--- config.mk ---
export PLATFORM = sky130hd
export DESIGN_NAME = piece_dispatcher
export DESIGN_NICKNAME = d
export VERILOG_FILES = /design/src/rtl/detris_pkg.sv /design/src/rtl/piece_stats.sv /design/src/rtl/piece_dispatcher.sv
export SDC_FILE = /design/constraint.sdc
export NUM_CORES = 1
export LEC_CHECK = 0
export ABC_AREA = 1
export CAP_MARGIN = 5
export CORE_AREA = 2 2 39 41
export CTS_CLUSTER_SIZE = 12
export DETAILED_ROUTE_END_ITERATION = 12
export DIE_AREA = 0 0 41 43
export PLACE_DENSITY = 0.75
export SLEW_MARGIN = 15
export SYNTH_ARGS = -nofsm -noshare
export SYNTH_HDL_FRONTEND = slang
export SYNTH_SLANG_ARGS = --single-unit
--- constraint.sdc ---
create_clock -name clk -period 1.1 [get_ports clk]
set_input_delay 0.275 -clock clk [delete_from_list [all_inputs] [get_ports clk]]
set_output_delay 0.275 -clock clk [all_outputs]
set_load 0.03 [all_outputs]
--- src/rtl/detris_pkg.sv ---
// Shared definitions for the Detris piece dispatch logic.
// Holds piece identifiers, the "no piece" marker and the dispatcher state encoding.
package detris_pkg;

  // Legal tetromino identifiers.
  typedef enum logic [2:0] {
    PIECE_I = 3'd0,
    PIECE_O = 3'd1,
    PIECE_T = 3'd2,
    PIECE_S = 3'd3,
    PIECE_Z = 3'd4,
    PIECE_J = 3'd5,
    PIECE_L = 3'd6
  } piece_e;

  // Marker for an empty hold slot or no active piece.
  localparam logic [2:0] PIECE_NONE = 3'd7;

  // Number of legal piece identifiers.
  localparam int NUM_PIECES = 7;

  // Dispatcher sequencing states.
  typedef enum logic [1:0] {
    ST_FETCH = 2'd0,
    ST_SPAWN = 2'd1,
    ST_PLAY  = 2'd2
  } disp_state_e;

endpackage

--- src/rtl/piece_stats.sv ---
// Per-piece spawn statistics: one saturating counter per legal piece ID and a
// registered read port. Only built when PIECE_DISPATCHER_STATS_EN is defined.
module piece_stats #(
  parameter int PIECE_W    = 3,
  parameter int NUM_PIECES = 7,
  parameter int STAT_W     = 16
) (
  input  logic               clk,
  input  logic               reset_n,
  input  logic               i_inc,
  input  logic [PIECE_W-1:0] i_inc_id,
  input  logic [PIECE_W-1:0] i_sel,
  input  logic               i_clr,
  output logic [STAT_W-1:0]  o_count
);

  logic [STAT_W-1:0] r_cnt [NUM_PIECES];
  logic [STAT_W-1:0] r_count;

  // Counter bank: clear has priority over increment; counters stick at all-ones.
  always_ff @(posedge clk or negedge reset_n) begin
    if (!reset_n) begin
      for (int i = 0; i < NUM_PIECES; i++) begin
        r_cnt[i] <= {STAT_W{1'b0}};
      end
    end else begin
      for (int i = 0; i < NUM_PIECES; i++) begin
        if (i_clr) begin
          r_cnt[i] <= {STAT_W{1'b0}};
        end else if (i_inc && (int'(i_inc_id) == i) && (r_cnt[i] != {STAT_W{1'b1}})) begin
          r_cnt[i] <= r_cnt[i] + {{(STAT_W-1){1'b0}}, 1'b1};
        end else begin
          r_cnt[i] <= r_cnt[i];
        end
      end
    end
  end

  // Registered read mux; selectors outside the legal range read as zero.
  always_ff @(posedge clk or negedge reset_n) begin
    if (!reset_n) begin
      r_count <= {STAT_W{1'b0}};
    end else if (int'(i_sel) < NUM_PIECES) begin
      r_count <= r_cnt[i_sel];
    end else begin
      r_count <= {STAT_W{1'b0}};
    end
  end

  assign o_count = r_count;

endmodule

--- src/rtl/piece_dispatcher.sv ---
// Piece dispatcher: consumes piece IDs from the next-piece generator, tracks the
// active piece and the hold slot (one hold per drop) and issues spawn requests
// to the playfield. Every output decodes registered state only.
// Optional per-piece spawn statistics: define PIECE_DISPATCHER_STATS_EN.
module piece_dispatcher #(
  parameter int PIECE_W    = 3,
  parameter int NUM_PIECES = 7,
  parameter int STAT_W     = 16
) (
  input  logic               clk,
  input  logic               reset_n,
  input  logic               next_valid,
  input  logic [PIECE_W-1:0] next_piece,
  output logic               next_ready,
  input  logic               lock,
  input  logic               hold_req,
  output logic               spawn_valid,
  output logic [PIECE_W-1:0] spawn_piece,
  input  logic               spawn_ack,
`ifdef PIECE_DISPATCHER_STATS_EN
  input  logic [PIECE_W-1:0] stats_sel,
  output logic [STAT_W-1:0]  stats_count,
  input  logic               stats_clr,
`endif
  output logic [PIECE_W-1:0] active_piece,
  output logic [PIECE_W-1:0] hold_piece,
  output logic               hold_used
);

  import detris_pkg::*;

  localparam logic [PIECE_W-1:0] L_NONE = PIECE_W'(PIECE_NONE);

  // Configuration sanity: there must be room for the "none" ID above the legal range.
  if ((NUM_PIECES >= (1 << PIECE_W)) || (STAT_W < 1)) begin : g_bad_cfg
    $error("piece_dispatcher: unsupported PIECE_W/NUM_PIECES/STAT_W combination");
  end

  disp_state_e        r_state;
  disp_state_e        w_state_nxt;
  logic [PIECE_W-1:0] r_active;
  logic [PIECE_W-1:0] w_active_nxt;
  logic [PIECE_W-1:0] r_hold;
  logic [PIECE_W-1:0] w_hold_nxt;
  logic               r_hold_used;
  logic               w_hold_used_nxt;
  logic               w_legal;

  assign w_legal = (int'(next_piece) < NUM_PIECES);

  // State and datapath registers; reset abandons any pending spawn and empties hold.
  always_ff @(posedge clk or negedge reset_n) begin
    if (!reset_n) begin
      r_state     <= ST_FETCH;
      r_active    <= L_NONE;
      r_hold      <= L_NONE;
      r_hold_used <= 1'b0;
    end else begin
      r_state     <= w_state_nxt;
      r_active    <= w_active_nxt;
      r_hold      <= w_hold_nxt;
      r_hold_used <= w_hold_used_nxt;
    end
  end

  // Next-state logic: fetch, spawn handshake, then play with lock/hold handling.
  always_comb begin
    w_state_nxt     = r_state;
    w_active_nxt    = r_active;
    w_hold_nxt      = r_hold;
    w_hold_used_nxt = r_hold_used;
    case (r_state)
      ST_FETCH: begin
        // Illegal IDs are popped and dropped without leaving FETCH.
        if (next_valid && w_legal) begin
          w_active_nxt = next_piece;
          w_state_nxt  = ST_SPAWN;
        end else begin
          w_state_nxt  = ST_FETCH;
        end
      end
      ST_SPAWN: begin
        if (spawn_ack) begin
          w_state_nxt = ST_PLAY;
        end else begin
          w_state_nxt = ST_SPAWN;
        end
      end
      ST_PLAY: begin
        // Lock takes priority over a simultaneous hold request.
        if (lock) begin
          w_hold_used_nxt = 1'b0;
          w_state_nxt     = ST_FETCH;
        end else if (hold_req && !r_hold_used) begin
          w_hold_used_nxt = 1'b1;
          if (r_hold == L_NONE) begin
            w_hold_nxt  = r_active;
            w_state_nxt = ST_FETCH;
          end else begin
            w_hold_nxt   = r_active;
            w_active_nxt = r_hold;
            w_state_nxt  = ST_SPAWN;
          end
        end else begin
          w_state_nxt = ST_PLAY;
        end
      end
      default: begin
        w_state_nxt = ST_FETCH;
      end
    endcase
  end

  assign next_ready   = (r_state == ST_FETCH);
  assign spawn_valid  = (r_state == ST_SPAWN);
  assign spawn_piece  = r_active;
  assign active_piece = r_active;
  assign hold_piece   = r_hold;
  assign hold_used    = r_hold_used;

`ifdef PIECE_DISPATCHER_STATS_EN
  piece_stats #(
    .PIECE_W    (PIECE_W),
    .NUM_PIECES (NUM_PIECES),
    .STAT_W     (STAT_W)
  ) u_stats (
    .clk      (clk),
    .reset_n  (reset_n),
    .i_inc    ((r_state == ST_SPAWN) && spawn_ack),
    .i_inc_id (r_active),
    .i_sel    (stats_sel),
    .i_clr    (stats_clr),
    .o_count  (stats_count)
  );
`endif

endmodule

* Word level (Yosys, flattened, before mapping)
Cells that the tools add are included.
** Word-level totals
- Bits in registers :: 9
- Latch bits :: 0
- Bits in writable memories :: 0
- Memory bits (read-only) :: 0
- Input bits :: 9
- Output and inout port bits :: 12
- Logic and storage cells :: 35
- Memories :: 0
** Operators by class
- $add $sub $neg :: 0
- $mul :: 0
- Div/mod/pow operators :: 0
- Magnitude comparators :: 1
- Eq/ne operators :: 7
- Shift operators :: 0
- Mux-type cells :: 13
- Bitwise logic cells :: 1
- Reductions and logical operators :: 9
** Operators with widths (count)
- two-way mux 3 bit :: 4
- two-way mux 2 bit :: 3
- inequality test 2 bit (second input constant) :: 3
- one-hot mux 2 bit (3 select lines) :: 1
- one-hot mux 3 bit (2 select lines) :: 1
- AND reduction 5 bit :: 1
- two-way mux 1 bit :: 4
- nonzero test 2 bit :: 2
- == test 3 bit (second input constant) :: 1
- less-than comparator 3 bit (second input constant) :: 1
- AND reduction 3 bit :: 1
- == test 2 x 1 -> 1 bit (second input constant) :: 1
- == test 2 bit (second input constant) :: 1
- logical AND 1 bit :: 2
- logical NOT 2 bit :: 1
- inequality test 2 x 1 -> 1 bit (second input constant) :: 1
- AND reduction 2 bit :: 1
- logical NOT 1 bit :: 1
- NOT 1 bit :: 1

* Logic depth before layout (Yosys ltp)
- Depth after elaboration :: 5
- Gate-level depth with buffers :: 7
- Depth with buffers taken out :: 7

* Least setup slack after synthesis
No wires, ideal clock.
- Kind :: flip-flop to flip-flop
- Start :: register r_state[1]
- End :: register r_active[0] (netlist: active_piece[0])
- Setup time :: 0.061 ns
- Data arrival time :: 1.304 ns
- Path slack :: -0.264 ns
- Stages on the path, launching flop included :: 6
- Path buffers :: 0
- Clock period less this slack :: 1.364 ns
- Cells stage by stage :: dfrtp_1 > nor2_1 > nand3_2 > nand2_2 > nand2_1 > nand2_1
** On the way
- Longest elaborated chain between the ends :: 3
- Elaborated cells between the ends (all ways) :: 9
- Those cells by class :: eq/ne: 5; mux: 1; reduce/logical: 3
** RTL lines
- start, declared :: line piece_dispatcher.sv:39 : disp_state_e r_state;
- start signal, assigned :: line piece_dispatcher.sv:59 : r_state <= w_state_nxt;
- logical NOT 2 bit *
- named net next_ready :: line piece_dispatcher.sv:14 : output logic next_ready,
- inequality test 2 x 1 -> 1 bit (no line) / nonzero test 2 bit (equally long branches)
- AND reduction 5 bit (no line)
- end signal, assigned :: line piece_dispatcher.sv:60 : r_active <= w_active_nxt;
- end, declared :: line piece_dispatcher.sv:41 : logic [PIECE_W-1:0] r_active;
Mark *: on every way through the listed nets, which the timed path passes. The rest lies on a longest branch.
A chain may end at the register's enable or synchronous reset.

* Final worst setup path
- Start :: register r_state[0]
- End :: output port next_ready
** On the way
- Longest elaborated chain between the ends :: 1
** RTL lines
- logical NOT 2 bit :: line piece_dispatcher.sv:114 : assign next_ready = (r_state == ST_FETCH);
- end, declared :: line piece_dispatcher.sv:14
No other way between the ends.

==> results.toml <==
[synthesis]
synth_edf_count = 0
ys_types = 18
ys_top_cells_by_area = "dfstp_2 (31%), dfrtp_1 (15%), nand2_1 (11%), nand3_1 (6.0%), inv_1 (5.2%)"
synth_fa_ha_area_share_pct = 0
async_flop_share_pct = 100
syn_nets = 67
synth_warnings = 0
synthFlopType = "dfstp_2"
yosys.area_share.simple_pct = 32.3
avgSynthCellArea_sq_um = 8.67
synthMuxAreaShare_pct = 0
synth-seq-area-share_pct = 46.3
synth_area_sq_um = 503
synthCells = 58
synth.most_common_cell = "nand2_1"
synth_top_family_by_area = "simple AND/OR/NAND/NOR gates"
synthTopCellsByCount = "nand2_1 (15), inv_1 (7), dfstp_2 (6), nand3_1 (6), o21ai_1 (4)"
synth_top_cell_area_share_pct = 31.3
synthXorXnorAreaFrac_pct = 0
ys_ff_latch = 9
synth_largest_area_cell = "dfstp_2"
synth-compound-area-share_pct = 10.2

[setup_path]
worst_setup_path_start_kind = "flop"
reg2reg_to = "active_piece[2]$_DFFE_PN1P_"
worstPathMaxFanout = 3
cp_slowest_cell = "dfrtp_1"
cpMostUsedCell = "buf_6"
cp-end-kind = "primary output"
timing.rr.start = "r_state[0]$_DFF_PN0_"
crit_path_end = "next_ready"
cpPeakStageDelay_ns = 0.43
setup.worst_path.start = "r_state[0]$_DFF_PN0_"
path_cells = "buf_6, nor2_4, buf_6"
cp.arrival_ns = 1.04
required_ns = 0.82
reg2reg_depth = 8
rrSetupSlack_ns = -0.08
critical_path_class = "reg2out"

[timing]
period_needed_ns = 1.31
hold_violations = 0
skew_ns = 0.000356
setup_slack_ns = -0.212
setup_viol = 19
max_freq_mhz = 762
whs_ns = 0.301
rsz0062_at_grt = "yes"
worst_slew_pin_slew_ns = 0.241
slew_violations = 0
max-slew-margin-rel_pct = 83.9
fin_crit_sh_pct = 119
setup_tns_ns = -1.85

[die]
rows = 14
io_pins = 21
die_h_um = 43
chipWidth_um = 41
dieArea_sq_um = 1760
initial_core_util_pct = 36.3
coreArea_sq_um = 1380

[cts]
clock-sinks = 9
clk_pin_slew_ns = 0.07
cts_made_buffers = 3
htreeDepth = 1
clockBufferDepth = 2
clk_latency_ns = 0.26
cts-root-buf = "clkbuf_4"
cts_tree = "done"

[detailed_routing]
vias = 508
ant_nets = 0
wirelength_mm = 1.28
drtIter0Drc = 5
drc = 0
m1WireLength_um = 506
firstDrtPassIters = 2
met2_wirelength_um = 707
via_per_inst = 4.62
routed.top_layer = "met4"
wl_met3_um = 47
wl_per_cell_um = 11.6

[global_route]
gr-total-overflow = 0
grt_pass1_vias = 489
grtUsageTotal_pct = 18.3
antenna_found_initial = 0
grt_pass1_wl_mm = 2.12
grt_max_degree = 10

[run_status]
status = "finished with violations"
violations = "negative setup slack"

[power]
p_per_area_nw_per_um2 = 3310
vdd_drop_max_mv = 1.53
leakage_nw = 0.433

[final_layout]
area_growth_pct = 76.9
final_nets = 104
drive_gt1_share_pct = 54.3
fill_cells = 118
num_antenna_cells = 0

[run]
maxCapViolCount = 0

[min_path]
hp-class = "in2async"

[placement]
dp_hpwl_um = 940
routabilityCongestion = 0.801
port_buffers = 20
placed cells by master (no fill, tap or decap):
cell and instances:
nand2_1 14, buf_4 14, buf_6 13, clkdlybuf4s50_1 8, inv_1 6, o21ai_1 6, dfstp_2 6, nand3_1 5
clkbuf_4 3, nand2_2 2, inv_2 2, nor2_4 2, nand3_4 2, dfrtp_2 2, inv_4 1, nand2_4 1
nand3_2 1, o211ai_1 1, a22o_1 1, nor3_4 1, o21ai_2 1, clkbuf_1 1, dfrtp_1 1
state kept, by name, indices dropped and copies added, names as in the netlist:
name,cells
active_piece,3
hold_used,1
hold_piece,3
r_state,2
layer usage:
layer,vias to the layer above,track usage [%]
met3,2,4.71
met1,235,23.5
li1,259,-
met2,12,27.8
met4,0,8.00
met5,-,0
cell type report:
type | count | area (sq um) | share of cell area [%]
Timing Repair Buffer | 35 | 332 | 37.3
Multi-Input combinational cell | 37 | 240 | 27.0
Inverter | 9 | 36.3 | 4.08
Clock buffer | 4 | 26.3 | 2.95
Tap cell | 16 | 20.0 | 2.25
Sequential cell | 9 | 235 | 26.4
cells by family after synthesis:
group / after synthesis
buffers and inverters: 12
AO/OA/AOI/OAI: 9
flip-flops: 9
AND/OR/NAND/NOR: 28
how the worst min path moves through the flow:
stage / end / start / depth (start not counted)
floorplan: hold_used$_DFFE_PN0P_ / reset_n / 0
global placement: hold_piece[2]$_DFFE_PN1P_ / active_piece[2]$_DFFE_PN1P_ / 2
detailed placement: hold_piece[0]$_DFFE_PN1P_ / hold_piece[0]$_DFFE_PN1P_ / 2
CTS: r_state[0]$_DFF_PN0_ / reset_n / 2
global route: r_state[0]$_DFF_PN0_ / reset_n / 2
finish: r_state[0]$_DFF_PN0_ / reset_n / 2
power breakdown:
group	internal (mW)	switching, mW
Combinational	0.908	1.03
Sequential	0.579	0.159
Clock	0.140	0.123
critical path: cells and delay by family, from the launching register on:
| family | cells | cell delay (ns) |
|---|---|---|
| buf+inv | 2 | 0.27 |
| simple gates | 1 | 0.08 |
| flops | 1 | 0.43 |
per-stage QoR:
step | cell area (sq um) | total power [mW] | utilization, % | instances | worst slack, ns
floorplan | 512 | 1.69 | - | 58 | 0.0102
global route | 890 | 3.13 | 64.3 | 110 | -0.258
detailed placement | 709 | 2.15 | 51.3 | 95 | -0.259
finish | 890 | 2.94 | 64.3 | 110 | -0.212
CTS | 876 | 2.89 | 63.3 | 109 | -0.216
global placement | 709 | 2.13 | 51.3 | 95 | -0.223
what timing repair did:
| item | 4_1_cts | 5_1_grt |
|---|---|---|
| buffers inserted | 10 | 1 |
| resized for setup | 18 | 5 |
| pin swaps | 6 | 5 |
| hold buffers | 0 | 0 |
| setup endpoints to repair | 15 | 20 |
Power figures use the tool's default switching activity.
